<file path="src/rtl/matmul_seq_pkg.sv">
// ============================================================================
// Module      : matmul_seq_pkg
// Description : Shared types and helpers for the sequential matrix multiplier
// Revision    : 1.0 - initial release
// ============================================================================
`default_nettype none

package matmul_seq_pkg;

  // Engine control states
  typedef enum logic [1:0] {
    IDLE = 2'd0,
    BUSY = 2'd1,
    DONE = 2'd2
  } matmul_state_e;

  // Result element width: full product plus headroom for N partial sums
  function automatic int acc_width(input int n, input int w);
    return 2 * w + $clog2(n);
  endfunction

  // Flat row-major element index of (row, col) in an n x n matrix
  function automatic int elem_idx(input int row, input int col, input int n);
    return row * n + col;
  endfunction

  // Lowest bit of element (row, col) in a packed row-major matrix
  function automatic int elem_lsb(input int row, input int col, input int n, input int w);
    return elem_idx(row, col, n) * w;
  endfunction

endpackage : matmul_seq_pkg

`default_nettype wire

</file>
<file path="src/rtl/matmul_seq_if.sv">
// ============================================================================
// Module      : matmul_seq_if
// Description : Operand/result handshake bundle for matmul_seq
// Revision    : 1.0 - initial release
// ============================================================================
`default_nettype none

interface matmul_seq_if
  import matmul_seq_pkg::*;
#(
  parameter int N         = 2,
  parameter int DataWidth = 8,
  parameter int AccWidth  = acc_width(N, DataWidth)
);

  logic                         in_valid_i;
  logic                         in_ready_o;
  logic [N*N*DataWidth-1:0]     operand_a_i;
  logic [N*N*DataWidth-1:0]     operand_b_i;
  logic                         signed_i;
  logic                         accumulate_i;
  logic                         out_valid_o;
  logic                         out_ready_i;
  logic [N*N*AccWidth-1:0]      result_o;

  // Producer/consumer side (drives operands, accepts results)
  modport master (
    output in_valid_i,
    input  in_ready_o,
    output operand_a_i,
    output operand_b_i,
    output signed_i,
    output accumulate_i,
    input  out_valid_o,
    output out_ready_i,
    input  result_o
  );

  // Engine side
  modport slave (
    input  in_valid_i,
    output in_ready_o,
    input  operand_a_i,
    input  operand_b_i,
    input  signed_i,
    input  accumulate_i,
    output out_valid_o,
    input  out_ready_i,
    output result_o
  );

endinterface : matmul_seq_if

`default_nettype wire

</file>
<file path="src/rtl/matmul_seq_mac.sv">
// ============================================================================
// Module      : matmul_mac
// Description : One multiply-accumulate lane: DataWidth x DataWidth product,
//               sign/zero-extended and added into an AccWidth accumulator
// Revision    : 1.0 - initial release
// ============================================================================
`default_nettype none

module matmul_mac #(
  parameter int DataWidth = 8,
  parameter int AccWidth  = 17
) (
  input  logic                 clk_i,
  input  logic                 rst_i,
  input  logic                 en_i,
  input  logic                 load_i,
  input  logic                 signed_i,
  input  logic [DataWidth-1:0] a_i,
  input  logic [DataWidth-1:0] b_i,
  input  logic [AccWidth-1:0]  seed_i,
  output logic [AccWidth-1:0]  sum_o
);

  logic [2*DataWidth-1:0] ext_a;
  logic [2*DataWidth-1:0] ext_b;
  logic [2*DataWidth-1:0] prod;
  logic [AccWidth-1:0]    prod_ext;
  logic [AccWidth-1:0]    base;
  logic [AccWidth-1:0]    acc_q;

  // Single multiplier: operands are pre-extended to 2*DataWidth so the low
  // half of the product is exact for both signed and unsigned elements
  always_comb begin
    ext_a    = signed_i ? {{DataWidth{a_i[DataWidth-1]}}, a_i} : {{DataWidth{1'b0}}, a_i};
    ext_b    = signed_i ? {{DataWidth{b_i[DataWidth-1]}}, b_i} : {{DataWidth{1'b0}}, b_i};
    prod     = ext_a * ext_b;
    prod_ext = signed_i ? AccWidth'($signed(prod)) : AccWidth'(prod);
    base     = load_i ? seed_i : acc_q;
    sum_o    = base + prod_ext;
  end

  // Running partial sum; the first step of each row restarts from the seed
  always_ff @(posedge clk_i or posedge rst_i) begin
    if (rst_i) begin
      acc_q <= '0;
    end else if (en_i) begin
      acc_q <= sum_o;
    end
  end

endmodule : matmul_mac

`default_nettype wire

</file>
<file path="src/rtl/matmul_seq.sv">
// ============================================================================
// Module      : matmul_seq
// Description : Sequential N x N integer matrix multiplier. One row of N MAC
//               lanes is reused for N*N steps; supports signed/unsigned and
//               accumulate-into-previous-result modes.
// Revision    : 1.0 - initial release
// ============================================================================
`default_nettype none

module matmul_seq
  import matmul_seq_pkg::*;
#(
  parameter int N         = 2,
  parameter int DataWidth = 8,
  parameter int AccWidth  = acc_width(N, DataWidth)
) (
  input  logic        clk_i,
  input  logic        rst_i,
  matmul_seq_if.slave bus
);

  localparam int              CNT_W    = $clog2(N);
  localparam logic [CNT_W-1:0] LAST_IDX = CNT_W'(N - 1);

  matmul_state_e state_q;
  matmul_state_e state_d;

  logic [CNT_W-1:0]     i_q;
  logic [CNT_W-1:0]     k_q;
  logic [DataWidth-1:0] a_mat [N][N];
  logic [DataWidth-1:0] b_mat [N][N];
  logic                 signed_q;
  logic                 accumulate_q;
  logic [AccWidth-1:0]  result_mat [N][N];
  logic [AccWidth-1:0]  mac_sum [N];
  logic [AccWidth-1:0]  mac_seed [N];
  logic [DataWidth-1:0] a_sel;

  logic accept;
  logic busy;
  logic last_k;
  logic last_i;

  assign accept = (state_q == IDLE) && bus.in_valid_i;
  assign busy   = (state_q == BUSY);
  assign last_k = (k_q == LAST_IDX);
  assign last_i = (i_q == LAST_IDX);

  assign bus.in_ready_o  = (state_q == IDLE);
  assign bus.out_valid_o = (state_q == DONE);

  // State register
  always_ff @(posedge clk_i or posedge rst_i) begin
    if (rst_i) begin
      state_q <= IDLE;
    end else begin
      state_q <= state_d;
    end
  end

  // Next-state logic
  always_comb begin
    state_d = state_q;
    unique case (state_q)
      IDLE:    if (bus.in_valid_i) state_d = BUSY;
      BUSY:    if (last_i && last_k) state_d = DONE;
      DONE:    if (bus.out_ready_i) state_d = IDLE;
      default: state_d = IDLE;
    endcase
  end

  // Row (i) and inner-product (k) counters
  always_ff @(posedge clk_i or posedge rst_i) begin
    if (rst_i) begin
      i_q <= '0;
      k_q <= '0;
    end else if (accept) begin
      i_q <= '0;
      k_q <= '0;
    end else if (busy) begin
      if (last_k) begin
        k_q <= '0;
        i_q <= last_i ? '0 : i_q + 1'b1;
      end else begin
        k_q <= k_q + 1'b1;
      end
    end
  end

  // Operand and mode capture on input handshake
  always_ff @(posedge clk_i or posedge rst_i) begin
    if (rst_i) begin
      signed_q     <= 1'b0;
      accumulate_q <= 1'b0;
      for (int r = 0; r < N; r++) begin
        for (int c = 0; c < N; c++) begin
          a_mat[r][c] <= '0;
          b_mat[r][c] <= '0;
        end
      end
    end else if (accept) begin
      signed_q     <= bus.signed_i;
      accumulate_q <= bus.accumulate_i;
      for (int r = 0; r < N; r++) begin
        for (int c = 0; c < N; c++) begin
          a_mat[r][c] <= bus.operand_a_i[elem_lsb(r, c, N, DataWidth) +: DataWidth];
          b_mat[r][c] <= bus.operand_b_i[elem_lsb(r, c, N, DataWidth) +: DataWidth];
        end
      end
    end
  end

  // A[i][k] is shared by every lane; each lane j takes B[k][j] and seeds
  // from C[i][j] when accumulating into the held result
  assign a_sel = a_mat[i_q][k_q];

  generate
    for (genvar j = 0; j < N; j++) begin : g_mac
      assign mac_seed[j] = accumulate_q ? result_mat[i_q][j] : '0;

      matmul_mac #(
        .DataWidth (DataWidth),
        .AccWidth  (AccWidth)
      ) u_mac (
        .clk_i    (clk_i),
        .rst_i    (rst_i),
        .en_i     (busy),
        .load_i   (k_q == '0),
        .signed_i (signed_q),
        .a_i      (a_sel),
        .b_i      (b_mat[k_q][j]),
        .seed_i   (mac_seed[j]),
        .sum_o    (mac_sum[j])
      );
    end
  endgenerate

  // Result row write-back on the last inner-product step of each row
  always_ff @(posedge clk_i or posedge rst_i) begin
    if (rst_i) begin
      for (int r = 0; r < N; r++) begin
        for (int c = 0; c < N; c++) begin
          result_mat[r][c] <= '0;
        end
      end
    end else if (busy && last_k) begin
      for (int j = 0; j < N; j++) begin
        result_mat[i_q][j] <= mac_sum[j];
      end
    end
  end

  // Pack the result register row-major onto the output bus
  always_comb begin
    bus.result_o = '0;
    for (int r = 0; r < N; r++) begin
      for (int c = 0; c < N; c++) begin
        bus.result_o[elem_lsb(r, c, N, AccWidth) +: AccWidth] = result_mat[r][c];
      end
    end
  end

endmodule : matmul_seq

`default_nettype wire

</file>
<file path="src/flat_wrapper.sv">
// flat-port wrapper written by rule: the top's interface ports become plain ports
module matmul_seq_flat import matmul_seq_pkg::*;
#(
  parameter int N         = 2,
  parameter int DataWidth = 8,
  parameter int AccWidth  = acc_width(N, DataWidth)
)
  (clk_i, rst_i, bus_in_valid_i, bus_in_ready_o, bus_operand_a_i, bus_operand_b_i, bus_signed_i, bus_accumulate_i, bus_out_valid_o, bus_out_ready_i, bus_result_o);
  matmul_seq_if #(.N(N), .DataWidth(DataWidth), .AccWidth(AccWidth)) bus_i ();
  input  logic clk_i;
  input  logic rst_i;
  input wire logic [$bits(bus_i.in_valid_i)-1:0] bus_in_valid_i;
  output wire logic [$bits(bus_i.in_ready_o)-1:0] bus_in_ready_o;
  input wire logic [$bits(bus_i.operand_a_i)-1:0] bus_operand_a_i;
  input wire logic [$bits(bus_i.operand_b_i)-1:0] bus_operand_b_i;
  input wire logic [$bits(bus_i.signed_i)-1:0] bus_signed_i;
  input wire logic [$bits(bus_i.accumulate_i)-1:0] bus_accumulate_i;
  output wire logic [$bits(bus_i.out_valid_o)-1:0] bus_out_valid_o;
  input wire logic [$bits(bus_i.out_ready_i)-1:0] bus_out_ready_i;
  output wire logic [$bits(bus_i.result_o)-1:0] bus_result_o;
  assign bus_i.in_valid_i = bus_in_valid_i;
  assign bus_in_ready_o = bus_i.in_ready_o;
  assign bus_i.operand_a_i = bus_operand_a_i;
  assign bus_i.operand_b_i = bus_operand_b_i;
  assign bus_i.signed_i = bus_signed_i;
  assign bus_i.accumulate_i = bus_accumulate_i;
  assign bus_out_valid_o = bus_i.out_valid_o;
  assign bus_i.out_ready_i = bus_out_ready_i;
  assign bus_result_o = bus_i.result_o;
  matmul_seq #(.N(N), .DataWidth(DataWidth), .AccWidth(AccWidth)) u_core (.clk_i(clk_i), .rst_i(rst_i), .bus(bus_i));
endmodule
</file>
<file path="config.mk">
export PLATFORM = sky130hd
export DESIGN_NAME = matmul_seq_flat
export DESIGN_NICKNAME = d
export VERILOG_FILES = /design/src/rtl/matmul_seq_pkg.sv /design/src/rtl/matmul_seq_if.sv /design/src/rtl/matmul_seq_mac.sv /design/src/rtl/matmul_seq.sv /design/src/flat_wrapper.sv
export SDC_FILE = /design/constraint.sdc
export NUM_CORES = 1
export LEC_CHECK = 0
export CAP_MARGIN = 20
export CORE_MARGIN = 2
export CORE_UTILIZATION = 60
export CTS_CLUSTER_SIZE = 25
export DETAILED_ROUTE_END_ITERATION = 12
export DONT_BUFFER_PORTS = 1
export GPL_ROUTABILITY_DRIVEN = 0
export HOLD_SLACK_MARGIN = 0.15
export PLACE_DENSITY = 0.79
export SETUP_SLACK_MARGIN = 0.1
export SYNTH_ARGS = -nofsm -noshare
export SYNTH_HDL_FRONTEND = slang
export SYNTH_HIERARCHICAL = 1
export SYNTH_SLANG_ARGS = --single-unit
</file>
<file path="constraint.sdc">
create_clock -name clk_i -period 7.4 [get_ports clk_i]
set_clock_uncertainty 0.15 [all_clocks]
set_input_delay 1.48 -clock clk_i [delete_from_list [all_inputs] [get_ports clk_i]]
set_output_delay 1.48 -clock clk_i [all_outputs]
set_load 0.01 [all_outputs]
</file>
==> key figures, run 1 <==
CTS
  – CTS buffer count: 17
  – Clock Pin Slew Worst Setup and Hold Paths: 70 ps
  – CTS tree: built
  – Root buffer cell: clkbuf_16
  – CTS H-tree depth: 4
  – Clk sink count: 172
  – CTS max path bufs: 2
  – Clk_lat worst skew: 440 ps

Drt
  – 1st-iter DRT viols: 782
  – DR DRC count: 0
  – Vias per cell: 5.76
  – Routed Antenna Nets: 0
  – Vias: 11411
  – Routed WL per cell: 20.4 um
  – Final WL: 40500 um
  – Drt first pass iters: 6

Global routing
  – Largest net degree at the start of global routing: 74
  – Met3 Track Usage GR: 0.0721
  – First-pass GRT wire length: 63500 um
  – GR met1 Demand/Resource: 0.367
  – GRT busiest layer: met2
  – Initial antenna violation count: 7
  – Gr ovfl total: 0
  – Vias in the first global route: 12254
  – GRT Util Overall: 0.282
  – M2 GR Usage: 0.462

Placed design
  – Post-DP Area: 17400 um^2
  – Place WS: -183 ps
  – Post-DP HPWL: 29000 um
  – IO buf count: 0

Worst setup path
  – Most used cell, CP: fa_1
  – Critical Path Max Stage Delay: 600 ps
  – Crit path required time: 7580 ps
  – Critical path class: register to register
  – CP max-delay cell: mux4_2
  – CP Capture Type: register
  – Max Fanout on Critical Path: 6
  – Startpoint Class: register
  – CP Data Arrival Time: 7680 ps

Final layout
  – Final Cell Area: 19000 um^2
  – # nets final: 1949
  – Proportion of layout cells with a drive suffix above 1: 0.282
  – Finished Core Util: 0.703
  – Layout area overhead: 14.6%

Synth
  – Asr flop ratio synth: 1.00
  – Cell variety after synth: 64
  – Yosys reg bits: 172
  – Yosys warnings: 6
  – Avg Cell Area, Syn: 10.9 um^2
  – EDFF count, synth: 0
  – Cells after Synth: 1519
  – Register area share after synthesis: 0.259
  – Syn_nets: 1875
  – Mapped Area: 16600 um^2
  – Synth Flop Type: dfrtp_1

Floorplanning
  – Die Area: 29000 um^2
  – Die Wd: 170 um
  – Die H: 170 um
  – Row count: 60
  – Core ar.: 27100 um^2
  – Initial Util: 0.613
  – # IOs: 140

Flow run
  – Maxcap violations: 0

STA
  – Unrepaired setup endpoints after global routing: true
  – Worst setup margin: -108 ps
  – Pins Over Slew Limit: 0
  – Worst-Margin Slew: 905 ps
  – Slew margin rel.: 0.397
  – Final hold viol count: 0
  – Minimum clock period: 7510 ps
  – Final worst path period share: 1.01
  – Final Setup Violations: 10
  – Max Fclk: 0.133 GHz

Worst hold path
  – Worst Hold Class: register to register

Outcome
  – Failing checks: negative setup slack
  – Run status: complete, but fails checks
==> synthesized netlist by cell type, types with 3 or more instances <==
cell / n / area share
a21o_1: 14 / 0.0063
xnor2_1: 66 / 0.035
o21a_1: 14 / 0.0063
inv_1: 260 / 0.059
mux2i_1: 35 / 0.021
xnor2_2: 3 / 0.0029
buf_4: 3 / 0.0014
nand2b_1: 8 / 0.0030
nor3b_1: 3 / 0.0014
dfrtp_1: 172 / 0.26
buf_6: 8 / 0.0054
o21ai_1: 6 / 0.0018
o21bai_1: 9 / 0.0041
a21oi_1: 29 / 0.0087
and2_1: 104 / 0.039
nor2b_1: 40 / 0.015
buf_2: 14 / 0.0042
and3_1: 14 / 0.0053
o211ai_1: 3 / 0.0014
mux2_2: 146 / 0.099
o21ai_0: 19 / 0.0057
a31oi_1: 6 / 0.0023
clkbuf_1: 15 / 0.0034
a221oi_1: 3 / 0.0016
nor3_1: 6 / 0.0018
mux4_2: 8 / 0.011
nand2_1: 57 / 0.013
nor2_1: 32 / 0.0072
xor2_1: 15 / 0.0079
o31a_1: 5 / 0.0026
fa_1: 156 / 0.19
nand3_1: 9 / 0.0027
mux2_1: 40 / 0.027
mux2_4: 30 / 0.027
ha_1: 130 / 0.098
==> through the flow <==
stage	hold WS [ps]	setup TNS [ps]	cells
final	336	-664	1982
after global routing	349	-4060	1981
after CTS	339	-36.4	1953
after detailed placement	324	-1200	1901
after global placement	312	-158	1901
after floorplan	302	0	1519
==> cells in the final DEF, fill, tap and decap left out, types with 17 or more instances in the layout <==
master / count
inv_1: 239
dfrtp_1: 171
fa_1: 155
mux2_2: 139
ha_1: 109
and2_1: 91
buf_4: 79
xnor2_1: 57
nand2_1: 50
mux2_1: 40
nor2b_1: 39
mux2_4: 37
mux2i_1: 35
nor2_1: 25
a21oi_1: 22
inv_2: 20
clkbuf_16: 17
ha_4: 17
==> layer usage <==
| metal | vias up | share of wire |
|---|---|---|
| li1 | 5096 | - |
| met1 | 5790 | 0.41 |
| met2 | 429 | 0.48 |
| met3 | 92 | 0.075 |
| met4 | 4 | 0.033 |
| met5 | - | 0.00074 |
==> registers in the layout, indices dropped and copies added, names as in the netlist <==
name / cells
u_core/state_q: 2
u_core/k_q: 1
u_core/signed_q: 1
u_core/g_mac.u_mac/acc_q: 34
u_core/a_mat: 32
u_core/bus.result_o: 68
u_core/b_mat: 32
u_core/accumulate_q: 1
u_core/i_q: 1
==> cell families (layout without fill, tap and decap cells) <==
logic type               after synthesis  count (layout)  synth area share
adder cells (fa/ha/maj)              286             286             0.286
buffers and inverters                301             388            0.0733
multiplexers                         259             259             0.185
AO/OA/AOI/OAI                        124             124            0.0503
XOR/XNOR                              85              85            0.0471
other                                  0               4                 0
flip-flops                           172             172             0.259
AND/OR/NAND/NOR                      292             292            0.0995
==> what timing repair did <==
action / in CTS / in global routing
hold buffers: 0 / 0
gates resized for setup: 57 / 97
cloned: 0 / 0
buffers inserted: 21 / 24
endpoints found under the setup margin: 21 / 33
pin swaps: 48 / 76
==> critical path, delay by kind of cell, from the launching register on <==
family,cells,cell delay (ps)
buffers and inverters,6,490
DFF,1,440
xor gates and xnor gates,2,440
muxes,2,890
AOI/OAI and AO/OA,6,850
adders and majority gates,8,3670
and+or+nand+nor,4,460
==> area by class of cell <==
| class | count | area [um^2] |
|---|---|---|
| well taps | 372 | 465 |
| multi-input cells | 1046 | 11800 |
| repair buffers | 96 | 822 |
| clock inverters | 14 | 204 |
| flip-flops and latches | 172 | 4310 |
| inverters | 260 | 981 |
| fillers | 1850 | 8060 |
| diodes | 4 | 10.0 |
| clock buffers | 18 | 439 |
==> final timing paths <==
check | cells past startpoint | startpoint | slack (ps) | endpoint
hold / removal | 1 | u_core/b_mat[15]$_DFFE_PP0P_ | 340 | u_core/b_mat[15]$_DFFE_PP0P_
min in group asynchronous | 1 | rst_i | 850 | u_core/bus.result_o[54]$_DFFE_PP0P_
hold reg to reg | 1 | u_core/b_mat[15]$_DFFE_PP0P_ | 340 | u_core/b_mat[15]$_DFFE_PP0P_
setup reg to reg | 28 | u_core/i_q$_DFFE_PP0P_ | -110 | u_core/bus.result_o[16]$_DFFE_PP0P_
max in group asynchronous | 2 | rst_i | 4910 | u_core/i_q$_DFFE_PP0P_
setup / recovery | 28 | u_core/i_q$_DFFE_PP0P_ | -110 | u_core/bus.result_o[16]$_DFFE_PP0P_
Power of run 1 is left out: the tool's default activity adds up to more than one toggle a clock period on the data nets, which glitch-free logic cannot reach.
==> run 2, diff against run 1 <==
Settings changed: SKIP_CTS_REPAIR_TIMING set to 1.
==> key figures, run 2 (synthesized netlist as in run 1, its figures left out) <==
Outcome
  – Run status: complete, but fails checks (unchanged)
  – Failing checks: negative setup slack (unchanged)

Global routing
  – Initial antenna violation count: 8 (was 7)
  – Gr ovfl total: 0 (unchanged)
  – GRT Util Overall: 0.275 (was 0.282)
  – First-pass GRT wire length: 62000 um (was 63500 um)
  – Largest net degree at the start of global routing: 74 (unchanged)
  – Vias in the first global route: 11933 (was 12254)

CTS
  – CTS tree: built (unchanged)
  – Clk sink count: 172 (unchanged)
  – CTS H-tree depth: 4 (unchanged)
  – Root buffer cell: clkbuf_16 (unchanged)
  – CTS max path bufs: 2 (unchanged)
  – Clk_lat worst skew: 450 ps (was 440 ps)
  – CTS buffer count: 17 (unchanged)
  – Clock Pin Slew Worst Setup and Hold Paths: 70 ps (about the same)

STA
  – Final hold viol count: 0 (unchanged)
  – Minimum clock period: 7710 ps (was 7510 ps)
  – Final worst path period share: 1.04 (was 1.01)
  – Worst setup margin: -312 ps (was -108 ps)
  – Final Setup Violations: 14 (was 10)
  – Worst-Margin Slew: 909 ps (was 905 ps)
  – Unrepaired setup endpoints after global routing: true (unchanged)
  – Fin Hold WS: 335 ps (was 336 ps)
  – Max Fclk: 0.130 GHz (was 0.133 GHz)
  – Pins Over Slew Limit: 0 (unchanged)
  – Slew margin rel.: 0.394 (was 0.397)

Drt
  – DR DRC count: 0 (unchanged)
  – Routed WL per cell: 20.1 um (was 20.4 um)
  – Drt first pass iters: 5 (was 6)
  – 1st-iter DRT viols: 772 (was 782)
  – Vias: 11266 (was 11411)
  – Routed Antenna Nets: 0 (unchanged)
  – Vias per cell: 5.73 (was 5.76)
  – Final WL: 39600 um (was 40500 um)

Worst setup path
  – Reg-to-Reg Start: u_core/i_q$_DFFE_PP0P_ (unchanged)
  – Startpoint Class: register (unchanged)
  – R2R depth: 28 (unchanged)
  – Max Fanout on Critical Path: 6 (unchanged)
  – CP max-delay cell: mux4_2 (unchanged)
  – CP Data Arrival Time: 7890 ps (was 7680 ps)
  – Most used cell, CP: fa_1 (unchanged)
  – Crit path required time: 7570 ps (was 7580 ps)
  – R2R Setup Slk: -310 ps (was -110 ps)
  – Critical Path Max Stage Delay: 590 ps (was 600 ps)
  – FF-to-FF End: u_core/bus.result_o[49]$_DFFE_PP0P_ (was u_core/bus.result_o[16]$_DFFE_PP0P_)
  – CP Capture Type: register (unchanged)
  – Critical path class: register to register (unchanged)

Floorplanning
  – Die Wd: 170 um (unchanged)
  – # IOs: 140 (unchanged)
  – Die H: 170 um (unchanged)
  – Initial Util: 0.613 (unchanged)
  – Core ar.: 27100 um^2 (unchanged)
  – Row count: 60 (unchanged)
  – Die Area: 29000 um^2 (unchanged)

Final layout
  – Layout area overhead: 12.7% (was 14.6%)
  – Most frequent cells in the layout: 245 x inv_1, 170 x dfrtp_1, 155 x fa_1, 144 x mux2_2, 114 x ha_1 (was 239 x inv_1, 171 x dfrtp_1, 155 x fa_1, 139 x mux2_2, 109 x ha_1)
  – # nets final: 1933 (was 1949)
  – Max reg flops: 68 (unchanged)
  – Proportion of layout cells with a drive suffix above 1: 0.258 (was 0.282)
  – Most common cell after layout, fill and taps aside: inv_1 (unchanged)

Placed design
  – IO buf count: 0 (unchanged)
  – Post-DP HPWL: 29000 um (unchanged)

Worst hold path
  – Worst hold path endpoint: u_core/b_mat[25]$_DFFE_PP0P_ (was u_core/b_mat[15]$_DFFE_PP0P_)
  – Worst Hold Class: register to register (unchanged)
  – WHS Path Cells: 1 (unchanged)
  – Hold path start: u_core/b_mat[25]$_DFFE_PP0P_ (was u_core/b_mat[15]$_DFFE_PP0P_)

Flow run
  – Maxcap violations: 0 (unchanged)
==> run 2: changes by cell type in the layout (fill, tap and decap cells not counted), sizes merged <==
| cell | before | now |
|---|---|---|
| buf | 96 | 78 |
| clkbuf | 18 | 19 |
| mux4 | 8 | 9 |
==> run 2: worst max path at each step <==
stage                     slack, ps  cells past startpoint                    from                                     endpoint
after global routing           -570                     27  u_core/i_q$_DFFE_PP0P_          u_core/bus.result_o[49]$_DFFE_PP0P_
final                          -310                     28  u_core/i_q$_DFFE_PP0P_          u_core/bus.result_o[49]$_DFFE_PP0P_
after global placement          -40                     28  u_core/i_q$_DFFE_PP0P_  u_core/g_mac[0].u_mac/acc_q[15]$_DFFE_PP0P_
after CTS                      -260                     29  u_core/i_q$_DFFE_PP0P_          u_core/bus.result_o[50]$_DFFE_PP0P_
after floorplan                 110                     30  u_core/i_q$_DFFE_PP0P_          u_core/bus.result_o[16]$_DFFE_PP0P_
after detailed placement       -180                     29  u_core/i_q$_DFFE_PP0P_          u_core/bus.result_o[50]$_DFFE_PP0P_
==> run 2: layout make-up <==
type,instances,area (um^2)
Clock inverter,14,204
Tap cell,372,465
Clock buffer,18,439
Multi-Input combinational cell,1047,11600
Timing Repair Buffer,79,674
Fill cell,1922,8370
Antenna cell,4,10.0
Inverter,260,981
Sequential cell,172,4310
==> run 2: per-layer routing <==
layer	vias up	GRT usage	part of all wire
met1	5755	0.367	0.41
met4	6	0.0814	0.026
met3	68	0.0653	0.076
met2	374	0.449	0.49
met5	-	0	0.0011
li1	5063	-	-
==> run 2: through the flow <==
step / cells / utilization / cell area, um^2 / setup TNS (ps) / setup slack (ps)
3_3_place_gp: 1901 / 0.640 / 17400 / -158 / -35.8
2_1_floorplan: 1519 / - / 16700 / 0 / 106
3_5_place_dp: 1901 / 0.640 / 17400 / -1200 / -183
6_report: 1966 / 0.691 / 18700 / -2750 / -312
5_1_grt: 1965 / 0.691 / 18700 / -7220 / -569
4_1_cts: 1933 / 0.664 / 18000 / -1970 / -262
==> run 2: worst max-delay path, delay by kind of cell (launching register included) <==
family                   cells  cell delay (ps)
multiplexers                 2              870
buffers and inverters        8              610
XOR/XNOR                     2              490
flip-flops                   1              450
adder cells (fa/ha/maj)      8             3660
AO/OA/AOI/OAI                5              840
AND/OR/NAND/NOR              3              510
Power of run 2 is left out for the same reason.
==> run 3, diff against run 2 <==
Settings changed: MAX_ROUTING_LAYER set to met4.
==> key figures, run 3 (synthesized netlist as in run 1, its figures left out) <==
Outcome
  – Run status: complete, but fails checks (unchanged)
  – Failing checks: negative setup slack (unchanged)

STA
  – Final Setup Violations: 15 (was 14)
  – Fin Hold WS: 337 ps (was 335 ps)
  – Final hold viol count: 0 (unchanged)
  – Worst-Margin Slew: 920 ps (was 909 ps)
  – Unrepaired setup endpoints after global routing: true (unchanged)
  – Pins Over Slew Limit: 0 (unchanged)
  – Worst setup margin: -431 ps (was -312 ps)
  – Minimum clock period: 7830 ps (was 7710 ps)
  – Final worst path period share: 1.06 (was 1.04)
  – Max Fclk: 0.128 GHz (was 0.130 GHz)
  – Post-Route Setup TNS: -3500 ps (was -2750 ps)
  – Slew margin rel.: 0.387 (was 0.394)

Global routing
  – Vias in the first global route: 11929 (was 11933)
  – GRT Util Overall: 0.283 (was 0.275)
  – Initial antenna violation count: 8 (unchanged)
  – First-pass GRT wire length: 62100 um (was 62000 um)
  – Largest net degree at the start of global routing: 74 (unchanged)
  – Gr ovfl total: 0 (unchanged)

Worst hold path
  – Worst Hold Class: register to register (unchanged)
  – Worst hold path endpoint: u_core/b_mat[1]$_DFFE_PP0P_ (was u_core/b_mat[25]$_DFFE_PP0P_)
  – Hold path start: u_core/b_mat[1]$_DFFE_PP0P_ (was u_core/b_mat[25]$_DFFE_PP0P_)
  – WHS Path Cells: 1 (unchanged)

Worst setup path
  – Crit path required time: 7570 ps (about the same)
  – Critical path class: register to register (unchanged)
  – CP Capture Type: register (unchanged)
  – Reg-to-Reg Start: u_core/i_q$_DFFE_PP0P_ (unchanged)
  – R2R depth: 29 (was 28)
  – FF-to-FF End: u_core/bus.result_o[50]$_DFFE_PP0P_ (was u_core/bus.result_o[49]$_DFFE_PP0P_)
  – Critical Path Max Stage Delay: 600 ps (was 590 ps)
  – Origin of the worst setup path: u_core/i_q$_DFFE_PP0P_ (unchanged)
  – R2R Setup Slk: -430 ps (was -310 ps)
  – Most used cell, CP: fa_1 (unchanged)
  – Startpoint Class: register (unchanged)
  – CP max-delay cell: mux4_2 (unchanged)
  – CP Data Arrival Time: 8000 ps (was 7890 ps)
  – Max Fanout on Critical Path: 6 (unchanged)

CTS
  – Clock Pin Slew Worst Setup and Hold Paths: 70 ps (about the same)
  – CTS max path bufs: 2 (unchanged)
  – Root buffer cell: clkbuf_16 (unchanged)
  – Clk_lat worst skew: 440 ps (was 450 ps)
  – CTS tree: built (unchanged)
  – CTS buffer count: 17 (unchanged)
  – CTS H-tree depth: 4 (unchanged)
  – Clk sink count: 172 (unchanged)

Drt
  – Drt first pass iters: 5 (unchanged)
  – DR DRC count: 0 (unchanged)
  – Vias per cell: 5.79 (was 5.73)
  – Routed Antenna Nets: 0 (unchanged)
  – Vias: 11419 (was 11266)
  – Final WL: 40000 um (was 39600 um)
  – Routed WL per cell: 20.3 um (was 20.1 um)
  – 1st-iter DRT viols: 860 (was 772)

Flow run
  – Maxcap violations: 0 (unchanged)

Floorplanning
  – Die Area: 29000 um^2 (unchanged)
  – # IOs: 140 (unchanged)
  – Row count: 60 (unchanged)
  – Die H: 170 um (unchanged)
  – Core ar.: 27100 um^2 (unchanged)
  – Initial Util: 0.613 (unchanged)
  – Die Wd: 170 um (unchanged)

Final layout
  – Layout area overhead: 13.3% (was 12.7%)
  – Most common cell after layout, fill and taps aside: inv_1 (unchanged)
  – Max reg flops: 68 (unchanged)
  – Proportion of layout cells with a drive suffix above 1: 0.263 (was 0.258)
  – FILL cells: 1885 (was 1922)
  – # nets final: 1937 (was 1933)
  – Non-filler cells, final: 1973 (was 1966)
  – Most frequent cells in the layout: 245 x inv_1, 170 x dfrtp_1, 154 x fa_1, 144 x mux2_2, 114 x ha_1 (was 245 x inv_1, 170 x dfrtp_1, 155 x fa_1, 144 x mux2_2, 114 x ha_1)

Placed design
  – IO buf count: 0 (unchanged)
  – Place WS: -183 ps (unchanged)
  – Post-Place Cells: 1901 (unchanged)
  – Post-DP HPWL: 29000 um (unchanged)
==> run 3: cell type report <==
class,instances,area (um^2),share of cell area
multi-input cells,1047,11700,0.621
clock buffers,18,439,0.0233
inverters,260,981,0.0521
flip-flops and latches,172,4310,0.229
well taps,372,465,0.0247
diodes,7,17.5,0.000930
repair buffers,83,727,0.0386
clock inverters,14,204,0.0108
==> run 3: worst max-delay path: cells and delay by family, from the launching register on <==
family / cells / cell delay, ps
buffers and inverters: 7 / 430
multiplexers: 2 / 890
XOR/XNOR: 2 / 510
AND/OR/NAND/NOR: 2 / 370
adder cells (fa/ha/maj): 8 / 3650
AO/OA/AOI/OAI: 8 / 1240
flip-flops: 1 / 450
==> run 3: routing by layer <==
metal  wire, um  track usage  vias up
li1           -            -     5077
met2      19400        0.448      410
met3       2800       0.0640       75
met1      16700        0.369     5857
met5          0            -        -
met4       1120       0.0799        0
==> run 3: through the flow <==
stage	util	cell area (um^2)
3_5_place_dp	0.640	17400
4_1_cts	0.664	18000
3_3_place_gp	0.640	17400
5_1_grt	0.695	18800
2_1_floorplan	-	16700
6_report	0.695	18800
==> run 3: how the worst max path moves through the flow <==
stage	to	slack (ps)
2_1_floorplan	u_core/bus.result_o[16]$_DFFE_PP0P_	110
3_3_place_gp	u_core/g_mac[0].u_mac/acc_q[15]$_DFFE_PP0P_	-40
3_5_place_dp	u_core/bus.result_o[50]$_DFFE_PP0P_	-180
4_1_cts	u_core/bus.result_o[50]$_DFFE_PP0P_	-260
5_1_grt	u_core/bus.result_o[50]$_DFFE_PP0P_	-680
6_report	u_core/bus.result_o[50]$_DFFE_PP0P_	-430
Power of run 3 is left out for the same reason.
